==> src/rtl/ser_par.sv <==
// Serial-to-parallel receiver for the MSB-first link; one word per strobe.
// Optional even-parity bit after the data word: define SER_PAR_PARITY_EN.
module ser_par #(
    parameter int WIDTH = 8
) (
    input  logic             clk,
    input  logic             rst,
    input  logic             strobe,
    input  logic             d_in,
    output logic [WIDTH-1:0] d_out,
    output logic             valid,
    output logic             busy,
    output logic             abort,
    output logic             par_err
);

    localparam int CW = $clog2(WIDTH + 1);

    typedef enum logic [1:0] {
        IDLE = 2'd0,
        RECV = 2'd1,
        PAR  = 2'd2
    } state_t;

    state_t           state_q, state_d;
    logic [WIDTH-1:0] sh_q, sh_d;
    logic [CW-1:0]    cnt_q, cnt_d;
    logic [WIDTH-1:0] d_out_q, d_out_d;
    logic             valid_q, valid_d;
    logic             abort_q, abort_d;
    logic             last;

`ifdef SER_PAR_PARITY_EN
    logic             par_err_q, par_err_d;
`endif

    assign last = (cnt_q == CW'(WIDTH - 1));

    always_comb begin
        state_d = state_q;
        sh_d    = sh_q;
        cnt_d   = cnt_q;
        d_out_d = d_out_q;
        valid_d = 1'b0;
        abort_d = 1'b0;
`ifdef SER_PAR_PARITY_EN
        par_err_d = 1'b0;
`endif
        unique case (state_q)
            IDLE: begin
                if (strobe) begin
                    state_d = RECV;
                    cnt_d   = '0;
                end
            end
            RECV: begin
                sh_d  = {sh_q[WIDTH-2:0], d_in};
                cnt_d = cnt_q + 1'b1;
`ifdef SER_PAR_PARITY_EN
                // Word is not complete until the parity bit arrives.
                if (strobe) begin
                    cnt_d   = '0;
                    abort_d = 1'b1;
                end else if (last) begin
                    state_d = PAR;
                end
`else
                if (last) begin
                    d_out_d = sh_d;
                    valid_d = 1'b1;
                    if (strobe) begin
                        cnt_d = '0;
                    end else begin
                        state_d = IDLE;
                    end
                end else if (strobe) begin
                    cnt_d   = '0;
                    abort_d = 1'b1;
                end
`endif
            end
`ifdef SER_PAR_PARITY_EN
            PAR: begin
                if (strobe) begin
                    state_d = RECV;
                    cnt_d   = '0;
                    abort_d = 1'b1;
                end else begin
                    d_out_d   = sh_q;
                    valid_d   = 1'b1;
                    par_err_d = ^{sh_q, d_in};
                    state_d   = IDLE;
                end
            end
`endif
            default: state_d = IDLE;
        endcase
    end

    always_ff @(posedge clk or negedge rst) begin
        if (!rst) begin
            state_q <= IDLE;
            sh_q    <= '0;
            cnt_q   <= '0;
            d_out_q <= '0;
            valid_q <= 1'b0;
            abort_q <= 1'b0;
        end else begin
            state_q <= state_d;
            sh_q    <= sh_d;
            cnt_q   <= cnt_d;
            d_out_q <= d_out_d;
            valid_q <= valid_d;
            abort_q <= abort_d;
        end
    end

`ifdef SER_PAR_PARITY_EN
    always_ff @(posedge clk or negedge rst) begin
        if (!rst) begin
            par_err_q <= 1'b0;
        end else begin
            par_err_q <= par_err_d;
        end
    end
    assign par_err = par_err_q;
`else
    assign par_err = 1'b0;
`endif

    assign d_out = d_out_q;
    assign valid = valid_q;
    assign abort = abort_q;
    assign busy  = (state_q != IDLE);

endmodule

==> config.mk <==
export PLATFORM = sky130hd
export DESIGN_NAME = ser_par
export DESIGN_NICKNAME = d
export VERILOG_FILES = /design/src/rtl/ser_par.sv
export SDC_FILE = /design/constraint.sdc
export NUM_CORES = 1
export LEC_CHECK = 0
export ABC_AREA = 1
export CORE_UTILIZATION = 30
export CTS_CLUSTER_DIAMETER = 60
export DETAILED_ROUTE_END_ITERATION = 10
export DONT_BUFFER_PORTS = 1
export GPL_TIMING_DRIVEN = 0
export PLACE_DENSITY = 0.49
export SYNTH_ARGS = -nofsm -noshare
export SYNTH_HDL_FRONTEND = slang
export SYNTH_SLANG_ARGS = --single-unit
export TNS_END_PERCENT = 50
==> constraint.sdc <==
create_clock -name clk -period 1.7 [get_ports clk]
set_clock_uncertainty 0.15 [all_clocks]
set_input_delay 0.085 -clock clk [delete_from_list [all_inputs] [get_ports clk]]
set_output_delay 0.085 -clock clk [all_outputs]
set_load 0.05 [all_outputs]
Word level (Yosys, flattened, before mapping)
Cells that the tools add are included.

Add/sub/neg operators: 1. Eq/ne operators: 5. Mux-type cells: 12. Reductions and logical operators: 6.

Operators with widths (count): $mux 4 (2); $pmux 4 s2 (1); $mux 2 (3); $ne 2x2->1 const B (3); $mux 1 (5); $add 4x1->4 const B (1); $eq 4x3->1 const B (1); $pmux 2 s2 (1); $reduce_and 2->1 (2); $reduce_bool 2->1 (2); $reduce_and 3->1 (1); $eq 2x1->1 const B (1); $logic_not 2->1 (1).

Register bits: 23. Input port bits: 4. Output and inout port bits: 12. Logic and storage cells: 30.

Depth between registers and ports, before layout
Gate-level depths: netlist of run 1.

Word-level depth: 3. Mapped depth: 6. Gate-level depth less buffers: 6.

Worst setup path before layout of run 1
No wires, ideal clock.

Kind: register to register. Start point: register state_q[0]. End point: register d_out_q[0], in the netlist d_out[0]. Setup time: 0.118 ns. Arrival time: 1.158 ns. Required time: 1.432 ns. Setup slack: 0.274 ns. Stages on the path, launching flop included: 6. Buffers on the path: 0. Period minus slack after synthesis: 1.426 ns. Cell sequence: dfrtp_1 > nand2_1 > nor2_2 > nand2_2 > nand2_1 > nand2_1.

Longest elaborated chain between the ends: 2.

RTL lines: start, declared (line 25) `state_t state_q, state_d;`; start signal, assigned (line 109) `state_q <= state_d;`; $eq 2x1->1 (line 49) `unique case (state_q)`; $reduce_and 2->1 (no line); end signal, assigned (line 112) `d_out_q <= d_out_d;`; end, declared (line 28) `logic [WIDTH-1:0] d_out_q, d_out_d;`.

Every way passes these cells. A chain may end at the register's enable or synchronous reset.

Worst setup path in the final report of run 1
Ends and elaborated chain as after synthesis.

==> load_flow_metrics.sql, run 1 <==
INSERT INTO impl_metrics (metric_group, metric, value, unit) VALUES
('run_status', 'outcome', 'finished, final reports clean', ''),
('critical_path', 'timing.critical_path.mode_cell', 'sky130_fd_sc_hd__nand2_1', ''),
('critical_path', 'end_kind', 'register', ''),
('die', 'floorplan.io_pins', '16', ''),
('sta', 'finalWorstPathRequiredPeriod', '1.42', 'ns'),
('sta', 'worst_hold_slack', '0.224', 'ns'),
('route', 'antenna_violating_nets_post_route', '0', ''),
('sta', 'worst_margin_pin_slew', '1.00', 'ns'),
('synth', 'synth.most_common_cell', 'sky130_fd_sc_hd__nand2_1', ''),
('die', 'die_width', '56.1', 'um'),
('layout', 'filler_cell_count', '294', ''),
('die', 'floorplan.rows', '19', ''),
('synth', 'synth.net_count', '100', ''),
('critical_path', 'critical-path-slowest-cell', 'sky130_fd_sc_hd__dfrtp_2', ''),
('pwr', 'worst_ir_drop_vdd', '0.000798', 'V'),
('pwr', 'power_density', '1210', 'nW/um^2'),
('synth', 'ys_types', '17', ''),
('sta', 'final_hold_viol_count', '0', ''),
('sta', 'fmaxAchievable', '0.705', 'GHz'),
('sta', 'max-slew-margin-rel', '33.0', '%'),
('clock_network', 'clock-root-buffer', 'sky130_fd_sc_hd__clkbuf_4', ''),
('route', 'detail_route.vias_per_cell', '4.49', ''),
('global_route', 'global_route.usage.total', '11.7', '%'),
('layout', 'synthToLayoutAreaGrowth', '14.0', '%'),
('critical_path', 'cp_cell_sequence', 'nand2_1, nor2_2, nand2_2, nand2_1, nand2_1', ''),
('global_route', 'grt_max_degree', '23', ''),
('route', 'drtPass1Iterations', '3', ''),
('synth', 'syn-mean-instance-area', '9.25', 'sq um'),
('pwr', 'power', '1.21', 'mW'),
('layout', 'final_layout_size_suffix_gt1_share', '12.7', '%'),
('route', 'wirelength_met1', '709', 'um'),
('synth', 'synthFlopType', 'sky130_fd_sc_hd__dfrtp_1', ''),
('global_route', 'first_global_vias', '575', ''),
('clock_network', 'worst_skew_pair.late_latency', '0.31', 'ns'),
('synth', 'ys_top_cells_by_area', 'sky130_fd_sc_hd__dfrtp_1, sky130_fd_sc_hd__nand2_1, sky130_fd_sc_hd__o21ai_1', ''),
('synth', 'synthArstFlopShare', '100', '%'),
('synth', 'postSynthRegisterBits', '22', ''),
('route', 'top_layer', 'met4', ''),
('job', 'cap_viol_max_count', '0', ''),
('sta', 'rsz0062_at_grt', 'no', ''),
('synth', 'count_of_flip_flops_with_a_built_in_enable_after_synthesis', '0', ''),
('synth', 'syn_inst', '95', ''),
('critical_path', 'worst_path_dominant_cell_family', 'simple AND/OR/NAND/NOR gates', ''),
('global_route', 'globalRouteOverflowTotal', '0', ''),
('route', 'route.met2.wl', '704', 'um'),
('clock_network', 'clock_tree_buffer_depth', '2', ''),
('die', 'floorplan.die_area', '3150', 'sq um'),
('layout', 'final_core_util', '36.3', '%'),
('die', 'vertical_extent_of_the_die', '56.1', 'um'),
('critical_path', 'critPathBufInv', '0', ''),
('route', 'route.detailed.drc', '0', ''),
('placed_design', 'place_hpwl', '977', 'um'),
('layout', 'layout.nets', '108', ''),
('placed_design', 'buffer_ports.inserted', '0', ''),
('global_route', 'number_of_antenna_violations_at_the_first_check_in_global_routing', '0', ''),
('clock_network', 'count_of_h_tree_levels_built_during_cts', '1', ''),
('sta', 'timing.setup.tns', '0', 'ns'),
('route', 'route.final.wire_length', '1480', 'um'),
('die', 'core_region_area', '2760', 'sq um'),
('pwr', 'power_leakage', '0.507', 'nW'),
('critical_path', 'crit_fanout', '8', ''),
('critical_path', 'path_class', 'reg -> reg', ''),
('critical_path', 'arrival', '1.48', 'ns'),
('sta', 'report.final.setup_viol', '0', ''),
('synth', 'seq_area_frac_synth', '62.7', '%'),
('synth', 'yosysTopAreaCell', 'sky130_fd_sc_hd__dfrtp_1', ''),
('die', 'initial_utilization', '31.9', '%'),
('clock_network', 'cts-buffers-inserted', '3', ''),
('critical_path', 'critPathMaxStageDelay', '0.58', 'ns'),
('route', 'num_vias', '597', ''),
('layout', 'n_antenna_cell', '0', '');
-- timing repair --
action                                  4_1_cts  5_1_grt
hold endpoints to repair                     30        0
resized for setup                             0        1
endpoints found under the setup margin        0        8
hold buffers                                  3        0
setup buffers                                 0        0
-- layout make-up --
cell class	instances	area, sq um	area share (%)
Buffer	2	12.5	1.25
Tap cell	31	38.8	3.88
Clock inverter	1	30.0	3.00
Clock buffer	3	22.5	2.25
Sequential cell	22	552	55.1
Timing Repair Buffer	3	30.0	3.00
Inverter	6	22.5	2.25
Multi-Input combinational cell	65	293	29.3
-- metal layers --
layer | vias up | track usage (%)
li1 | 308 | -
met1 | 276 | 14.6
met2 | 11 | 18.0
met3 | 2 | 4.88
met4 | 0 | 4.18
met5 | - | 0
-- stage by stage --
step | cell area (sq um) | instances | worst slack (ns)
after CTS | 1000 | 133 | 0.0523
after global placement | 917 | 126 | 0.111
after detailed placement | 917 | 126 | 0.0748
after floorplan | 878 | 95 | 0.274
after global routing | 1000 | 133 | 0.173
final | 1000 | 133 | 0.282
-- worst register-to-register path, cell delays in order, from the launching register on --
cell and delay [ns]:
sky130_fd_sc_hd__dfrtp_2 0.58, sky130_fd_sc_hd__nand2_1 0.15, sky130_fd_sc_hd__nor2_2 0.15, sky130_fd_sc_hd__nand2_2 0.14, sky130_fd_sc_hd__nand2_1 0.09, sky130_fd_sc_hd__nand2_1 0.06
-- registers in the layout (all words and copies together) (netlist names) --
register  cells
cnt_q         4
d_out         8
abort         1
state_q       1
valid         1
sh_q          7
-- layout by cell type, fill, tap and decap left out, drive strengths merged --
master / synthesis / routed
nand2: 46 / 46
dfrtp: 22 / 22
inv: 6 / 6
nor2: 6 / 6
o21ai: 5 / 5
nand3: 4 / 4
clkbuf: 0 / 3
dlygate4sd3: 0 / 3
buf: 2 / 2
a21oi: 1 / 1
nor3: 1 / 1
ha: 1 / 1
conb: 1 / 1
bufinv: 0 / 1
-- path summary, 6_finish.rpt --
path / endpoint / slack [ns] / startpoint / cells past startpoint
worst min register to register: d_out[5]$_DFFE_PN0P_ / 0.33 / sh_q[4]$_DFFE_PN0P_ / 2
worst min-delay path: d_out[7]$_DFFE_PN0P_ / 0.22 / rst / 1
worst max register to register: d_out[0]$_DFFE_PN0P_ / 0.28 / state_q[0]$_DFFE_PN0P_ / 5
worst max-delay path: d_out[0]$_DFFE_PN0P_ / 0.28 / state_q[0]$_DFFE_PN0P_ / 5
max in group asynchronous: state_q[0]$_DFFE_PN0P_ / 0.50 / rst / 1
min in group clk: cnt_q[2]$_DFFE_PN0P_ / 0.27 / strobe / 2
-- logic make-up (layout without fill, tap and decap cells) --
family | after synthesis | count (layout) | share of synthesized area [%]
buffers and inverters | 8 | 15 | 3.99
and+or+nand+nor | 57 | 57 | 28.1
DFF | 22 | 22 | 62.7
other | 1 | 1 | 0.427
AOI/OAI and AO/OA | 6 | 6 | 3.42
adders and majority gates | 1 | 1 | 1.42
-- where the power goes --
group          internal [mW]  total (mW)  switching, mW
sequential             0.572       0.728          0.156
clock                  0.238       0.400          0.162
combinational         0.0326      0.0819         0.0493
total                  0.843        1.21          0.367
Note: power is estimated with default switching activity, not from simulation.
==> run 2, diff against run 1 <==
- PLACE_DENSITY: 0.49 -> 0.5
- clock period: 1.7 -> 1.3 ns (I/O delays scaled with it)
==> run 2 against run 1 <==
Net effect: the run now ends with hold timing left; via count down 1.0%; register-to-register slack worse by 0.26 ns; sequential share of layout area is 3.0 points lower; critical path type unchanged; critical endpoint unchanged; highest routed layer unchanged.
==> load_flow_metrics.sql, run 2 (synthesis results as in run 1) <==
INSERT INTO impl_metrics (metric_group, metric, value, unit) VALUES
('critical_path', 'path_class', 'reg -> reg', ''),
('sta', 'rsz0062_at_grt', 'yes', ''),
('pwr', 'power_density', '1490', 'nW/um^2'),
('layout', 'finish.cell_count_without_fillers', '135', ''),
('route', 'num_vias', '591', ''),
('pwr', 'switching_power', '476', 'uW'),
('die', 'floorplan.die_area', '3150', 'sq um'),
('global_route', 'grt_max_degree', '23', ''),
('route', 'detail_route.vias_per_cell', '4.38', ''),
('sta', 'fin_crit_sh', '98.6', '%'),
('critical_path', 'critPathMaxStageDelay', '0.58', 'ns'),
('sta', 'final_hold_viol_count', '22', ''),
('global_route', 'globalRouteOverflowTotal', '0', ''),
('route', 'wirelength_per_cell', '10.8', 'um'),
('critical_path', 'critical-path-slowest-cell', 'sky130_fd_sc_hd__dfrtp_4', ''),
('hold_path', 'timing.hold.worst.class', 'in -> async', ''),
('clock_network', 'cts-buffers-inserted', '3', ''),
('layout', 'n_antenna_cell', '0', ''),
('critical_path', 'required', '1.36', 'ns'),
('pwr', 'power.sequential.fraction', '60.2', '%'),
('route', 'antenna_violating_nets_post_route', '0', ''),
('critical_path', 'startpoint_type', 'register', ''),
('die', 'initial_utilization', '31.9', '%'),
('sta', 'finalWorstPathRequiredPeriod', '1.28', 'ns'),
('clock_network', 'clock_tree_buffer_depth', '2', ''),
('placed_design', 'place_hpwl', '939', 'um'),
('global_route', 'first_global_vias', '561', ''),
('pwr', 'pwr-share-clk', '32.3', '%'),
('route', 'first_iter_violations', '25', ''),
('critical_path', 'critPathBufInv', '0', ''),
('sta', 'fmaxAchievable', '0.780', 'GHz'),
('die', 'floorplan.io_pins', '16', ''),
('die', 'die_width', '56.1', 'um'),
('clock_network', 'clkSlewWorstSetupHoldPaths', '0.12', 'ns'),
('job', 'cap_viol_max_count', '0', ''),
('clock_network', 'count_of_h_tree_levels_built_during_cts', '1', ''),
('route', 'route.detailed.drc', '0', ''),
('layout', 'layout.nets', '110', ''),
('critical_path', 'arrival', '1.34', 'ns'),
('clock_network', 'hold_buffers', '3', ''),
('sta', 'max-slew-margin-rel', '34.7', '%'),
('layout', 'filler_cell_count', '287', ''),
('critical_path', 'cp_cell_sequence', 'nand2_4, nor2_4, nand2_4, nand2_1, nand2_1', ''),
('run_status', 'outcome', 'finished, violations left', ''),
('clock_network', 'clock_tree_from_tritoncts', 'done', ''),
('die', 'vertical_extent_of_the_die', '56.1', 'um'),
('global_route', 'number_of_antenna_violations_at_the_first_check_in_global_routing', '0', ''),
('pwr', 'power', '1.59', 'mW'),
('placed_design', 'globalplace.congestion', '0.731', ''),
('sta', 'report.final.setup_viol', '0', ''),
('critical_path', 'worst_path_dominant_cell_family', 'flip-flops', ''),
('run_status', 'failed_checks', 'hold timing', ''),
('layout', 'layout_common_cells', 'sky130_fd_sc_hd__nand2_1, sky130_fd_sc_hd__dfrtp_1, sky130_fd_sc_hd__o21ai_1', ''),
('layout', 'final_layout_size_suffix_gt1_share', '20.2', '%'),
('clock_network', 'clkSinkCount', '22', ''),
('sta', 'worst_margin_pin_slew', '0.979', 'ns'),
('critical_path', 'end_kind', 'register', ''),
('layout', 'largest_register_ffs', '8', ''),
('die', 'core_region_area', '2760', 'sq um'),
('layout', 'synthToLayoutAreaGrowth', '21.1', '%'),
('placed_design', 'buffer_ports.inserted', '0', ''),
('sta', 'worst_hold_slack', '-0.172', 'ns'),
('pwr', 'swShare', '30.0', '%'),
('global_route', 'global_route.usage.total', '11.3', '%'),
('layout', 'final_common_cell', 'sky130_fd_sc_hd__nand2_1', ''),
('placed_design', 'placed_cells', '126', ''),
('critical_path', 'crit_fanout', '8', ''),
('die', 'floorplan.rows', '19', ''),
('pwr', 'comb_power_share', '7.5', '%'),
('clock_network', 'worst_skew_pair.late_latency', '0.30', 'ns'),
('global_route', 'grt_first_pass_wirelength', '2610', 'um'),
('clock_network', 'clock-root-buffer', 'sky130_fd_sc_hd__clkbuf_4', ''),
('pwr', 'worst_ir_drop_vdd', '0.00121', 'V'),
('pwr', 'power_leakage', '0.531', 'nW'),
('route', 'route.final.wire_length', '1460', 'um'),
('pwr', 'p_int', '1.11', 'mW'),
('sta', 'slew_limit_fails', '0', ''),
('route', 'drtPass1Iterations', '3', '');
run 2: worst register-to-register path, cell delays in order, from the launching register on:
cell and delay [ns]:
sky130_fd_sc_hd__dfrtp_4 0.58, sky130_fd_sc_hd__nand2_4 0.09, sky130_fd_sc_hd__nor2_4 0.12, sky130_fd_sc_hd__nand2_4 0.11, sky130_fd_sc_hd__nand2_1 0.08, sky130_fd_sc_hd__nand2_1 0.06
run 2: layout make-up:
class	instances	area, sq um	share of cell area, %
Sequential cell	22	554	52.1
Clock inverter	1	30.0	2.82
Inverter	6	25.0	2.35
Buffer	2	12.5	1.18
Multi-Input combinational cell	65	333	31.3
Timing Repair Buffer	5	47.5	4.47
Tap cell	31	38.8	3.65
Clock buffer	3	22.5	2.12
run 2: final timing paths:
check / start / end / slack [ns] / depth (start not counted)
max in group asynchronous: rst / state_q[0]$_DFFE_PN0P_ / 0.47 / 1
hold / removal: rst / d_out[6]$_DFFE_PN0P_ / -0.17 / 1
setup / recovery: state_q[0]$_DFFE_PN0P_ / d_out[0]$_DFFE_PN0P_ / 0.02 / 5
setup reg to reg: state_q[0]$_DFFE_PN0P_ / d_out[0]$_DFFE_PN0P_ / 0.02 / 5
hold reg to reg: sh_q[4]$_DFFE_PN0P_ / d_out[5]$_DFFE_PN0P_ / 0.33 / 2
min in group clk: strobe / cnt_q[2]$_DFFE_PN0P_ / 0.24 / 2
run 2: what timing repair did:
item	CTS	global route
hold endpoints to repair	30	22
endpoints found under the setup margin	8	12
gates cloned	0	0
resized for setup	8	5
pin swaps	3	3
setup buffers	2	0
run 2: stage by stage:
step / worst slack, ns / utilization [%] / instance area (sq um) / hold WS [ns] / TNS, ns
3_3_place_gp: -0.0908 / 33.3 / 918 / -0.380 / -0.702
4_1_cts: 0.000194 / 37.8 / 1040 / 0.218 / 0
5_1_grt: -0.0700 / 38.6 / 1060 / -0.132 / -0.307
3_5_place_dp: -0.101 / 33.3 / 918 / -0.380 / -0.717
6_report: 0.0183 / 38.6 / 1060 / -0.172 / 0
2_1_floorplan: 0.0459 / - / 880 / -0.381 / 0
run 2: power by group through the flow:
stage          Clock [mW]  Sequential [mW]  Combinational, mW
6_report            0.513            0.956              0.120
3_3_place_gp            0            0.966             0.0852
4_1_cts             0.541            0.954              0.118
5_1_grt             0.566            0.966              0.144
3_5_place_dp            0            0.966             0.0878
2_1_floorplan           0            0.957             0.0766
run 2: per-layer routing:
layer	track usage, %	share of wire (%)	vias to the layer above
met2	16.2	45	10
met5	0	0	-
met4	4.18	1.2	0
li1	-	-	309
met1	14.5	49	270
met3	5.81	3.9	2
==> run 3, diff against run 2 <==
- CORE_UTILIZATION: 30 -> 53
- PLACE_DENSITY: 0.5 -> 0.76
==> run 3 against run 2 <==
Net effect: the flow still finishes with violations (hold timing); maximum frequency fell by 0.55%; combinational power fell by 3%; first-iteration DRC count fell by 72%; hold slack got worse by 0.016 ns; die area fell by 42%; largest power group unchanged; highest routed layer unchanged.
==> load_flow_metrics.sql, run 3 (synthesis results as in run 1) <==
INSERT INTO impl_metrics (metric_group, metric, value, unit) VALUES
('sta', 'fmaxAchievable', '0.776', 'GHz'),
('layout', 'filler_cell_count', '123', ''),
('clock_network', 'count_of_h_tree_levels_built_during_cts', '1', ''),
('critical_path', 'cp_num_cells', '5', ''),
('critical_path', 'cp-startpoint', 'state_q[0]$_DFFE_PN0P_', ''),
('global_route', 'grt_first_pass_wirelength', '2610', 'um'),
('sta', 'worst_hold_slack', '-0.188', 'ns'),
('critical_path', 'r2r_start', 'state_q[0]$_DFFE_PN0P_', ''),
('placed_design', 'pre_cts_worst_setup_slack', '-0.0934', 'ns'),
('layout', 'layout.nets', '109', ''),
('global_route', 'number_of_antenna_violations_at_the_first_check_in_global_routing', '0', ''),
('route', 'route.detailed.drc', '0', ''),
('critical_path', 'reg2reg_setup_slack', '0.01', 'ns'),
('hold_path', 'timing.hold.worst.class', 'in -> async', ''),
('global_route', 'grt_max_degree', '23', ''),
('die', 'floorplan.io_pins', '16', ''),
('sta', 'max-slew-margin-rel', '37.3', '%'),
('layout', 'n_antenna_cell', '0', ''),
('layout', 'layout_common_cells', 'sky130_fd_sc_hd__nand2_1, sky130_fd_sc_hd__dfrtp_1, sky130_fd_sc_hd__o21ai_1', ''),
('sta', 'final_hold_viol_count', '22', ''),
('route', 'drtPass1Iterations', '4', ''),
('placed_design', 'globalplace.congestion', '0.789', ''),
('sta', 'rsz0062_at_grt', 'yes', ''),
('critical_path', 'critPathMaxStageDelay', '0.58', 'ns'),
('die', 'vertical_extent_of_the_die', '42.7', 'um'),
('critical_path', 'timing.critical_path.to', 'd_out[2]$_DFFE_PN0P_', ''),
('sta', 'finalWorstPathRequiredPeriod', '1.29', 'ns'),
('critical_path', 'worst_path_dominant_cell_family', 'flip-flops', ''),
('die', 'floorplan.rows', '14', ''),
('critical_path', 'startpoint_type', 'register', ''),
('die', 'initial_utilization', '57.6', '%'),
('critical_path', 'r2r-end', 'd_out[2]$_DFFE_PN0P_', ''),
('critical_path', 'crit_fanout', '8', ''),
('job', 'cap_viol_max_count', '0', ''),
('layout', 'largest_register_ffs', '8', ''),
('global_route', 'globalRouteOverflowTotal', '0', ''),
('route', 'num_vias', '609', ''),
('placed_design', 'buffer_ports.inserted', '0', ''),
('route', 'wirelength_per_cell', '12.2', 'um'),
('route', 'antenna_violating_nets_post_route', '0', ''),
('die', 'floorplan.die_area', '1820', 'sq um'),
('critical_path', 'critical-path-slowest-cell', 'sky130_fd_sc_hd__dfrtp_4', ''),
('critical_path', 'required', '1.36', 'ns'),
('sta', 'slew_limit_fails', '0', ''),
('global_route', 'global_route.usage.total', '19.5', '%'),
('critical_path', 'end_kind', 'register', ''),
('die', 'die_width', '42.7', 'um'),
('layout', 'seqCellArea', '554', 'sq um'),
('sta', 'fin_crit_sh', '99.1', '%'),
('run_status', 'outcome', 'finished, violations left', ''),
('die', 'core_region_area', '1520', 'sq um'),
('pwr', 'power_leakage', '0.520', 'nW'),
('clock_network', 'clkSinkCount', '22', ''),
('sta', 'postLayoutSetupSlackWorst', '0.0112', 'ns'),
('placed_design', 'place_hpwl', '924', 'um'),
('critical_path', 'critPathBufInv', '0', ''),
('critical_path', 'path_class', 'reg -> reg', ''),
('pwr', 'power_density', '1420', 'nW/um^2'),
('critical_path', 'arrival', '1.35', 'ns'),
('critical_path', 'rr_worst_depth', '5', ''),
('global_route', 'first_global_vias', '629', ''),
('run_status', 'failed_checks', 'hold timing', ''),
('layout', 'synthToLayoutAreaGrowth', '15.7', '%'),
('layout', 'multi_input_area', '330', 'sq um'),
('clock_network', 'cts-buffers-inserted', '3', ''),
('layout', 'final_layout_size_suffix_gt1_share', '18.4', '%'),
('clock_network', 'hold_buffers', '3', ''),
('clock_network', 'worst_skew_pair.late_latency', '0.30', 'ns'),
('clock_network', 'clock_tree_from_tritoncts', 'done', ''),
('clock_network', 'clock-root-buffer', 'sky130_fd_sc_hd__clkbuf_4', ''),
('route', 'first_iter_violations', '7', ''),
('sta', 'worst_margin_pin_slew', '0.941', 'ns'),
('sta', 'report.final.setup_viol', '0', ''),
('pwr', 'worst_ir_drop_vdd', '0.000801', 'V'),
('route', 'route.final.wire_length', '1450', 'um'),
('clock_network', 'clkSlewWorstSetupHoldPaths', '0.12', 'ns'),
('layout', 'final_core_util', '66.7', '%'),
('critical_path', 'cp_cell_sequence', 'nand2_4, nor2_4, nand2_4, nand2_1, nand2_1', ''),
('route', 'detail_route.vias_per_cell', '5.12', ''),
('clock_network', 'clock_tree_buffer_depth', '2', ''),
('layout', 'final_common_cell', 'sky130_fd_sc_hd__nand2_1', '');
==> run 3: changes by cell type in the layout (fill, tap and decap cells not counted) <==
cell,change
sky130_fd_sc_hd__buf_4,-1
sky130_fd_sc_hd__bufinv_16,-1
sky130_fd_sc_hd__clkbuf_8,+1
sky130_fd_sc_hd__inv_2,+1
sky130_fd_sc_hd__inv_4,-1
sky130_fd_sc_hd__nand2_1,+1
sky130_fd_sc_hd__nand2_2,-1
==> run 3: power by group <==
group	leakage, nW	switching (mW)	internal [mW]
clock	0.0210	0.202	0.171
sequential	0.275	0.210	0.748
combinational	0.224	0.0672	0.0486
total	0.520	0.479	0.968
==> run 3: timing repair <==
item,CTS,global route
pin swaps,2,3
buffers inserted,1,0
cloned,0,0
resized for setup,4,7
setup endpoints to repair,8,14
endpoints found under the hold margin,30,22
==> run 3: worst min-delay path by stage <==
stage / end / depth (start not counted)
after global routing: d_out[4]$_DFFE_PN0P_ / 1
after floorplan: abort$_DFF_PN0_ / 0
after CTS: cnt_q[2]$_DFFE_PN0P_ / 2
final: d_out[6]$_DFFE_PN0P_ / 1
after global placement: abort$_DFF_PN0_ / 0
after detailed placement: d_out[6]$_DFFE_PN0P_ / 0
==> run 3: per-layer routing <==
metal / track usage, % / vias up / wire length (um)
met5: 0 / - / 0
met4: 10.6 / 0 / 21
met3: 2.98 / 2 / 43
met2: 30.6 / 13 / 699
met1: 25.9 / 285 / 684
li1: - / 309 / -
==> run 3: area by class of cell <==
type                            instances  area share [%]
Multi-Input combinational cell         65            32.5
Timing Repair Buffer                    4            3.94
Inverter                                6            2.22
Buffer                                  2            1.23
Clock buffer                            4            3.57
Tap cell                               16            1.97
Sequential cell                        22            54.6
==> run 3: through the flow <==
step | instance area [sq um] | hold WS (ns) | TNS (ns) | power [mW] | std cells
6_report | 1020 | -0.188 | 0 | 1.45 | 119
3_5_place_dp | 900 | -0.380 | -0.680 | 1.05 | 111
2_1_floorplan | 880 | -0.381 | 0 | 1.03 | 95
4_1_cts | 988 | 0.225 | -0.178 | 1.45 | 119
3_3_place_gp | 900 | -0.380 | -0.483 | 1.05 | 111
5_1_grt | 1020 | -0.0960 | -0.422 | 1.52 | 119
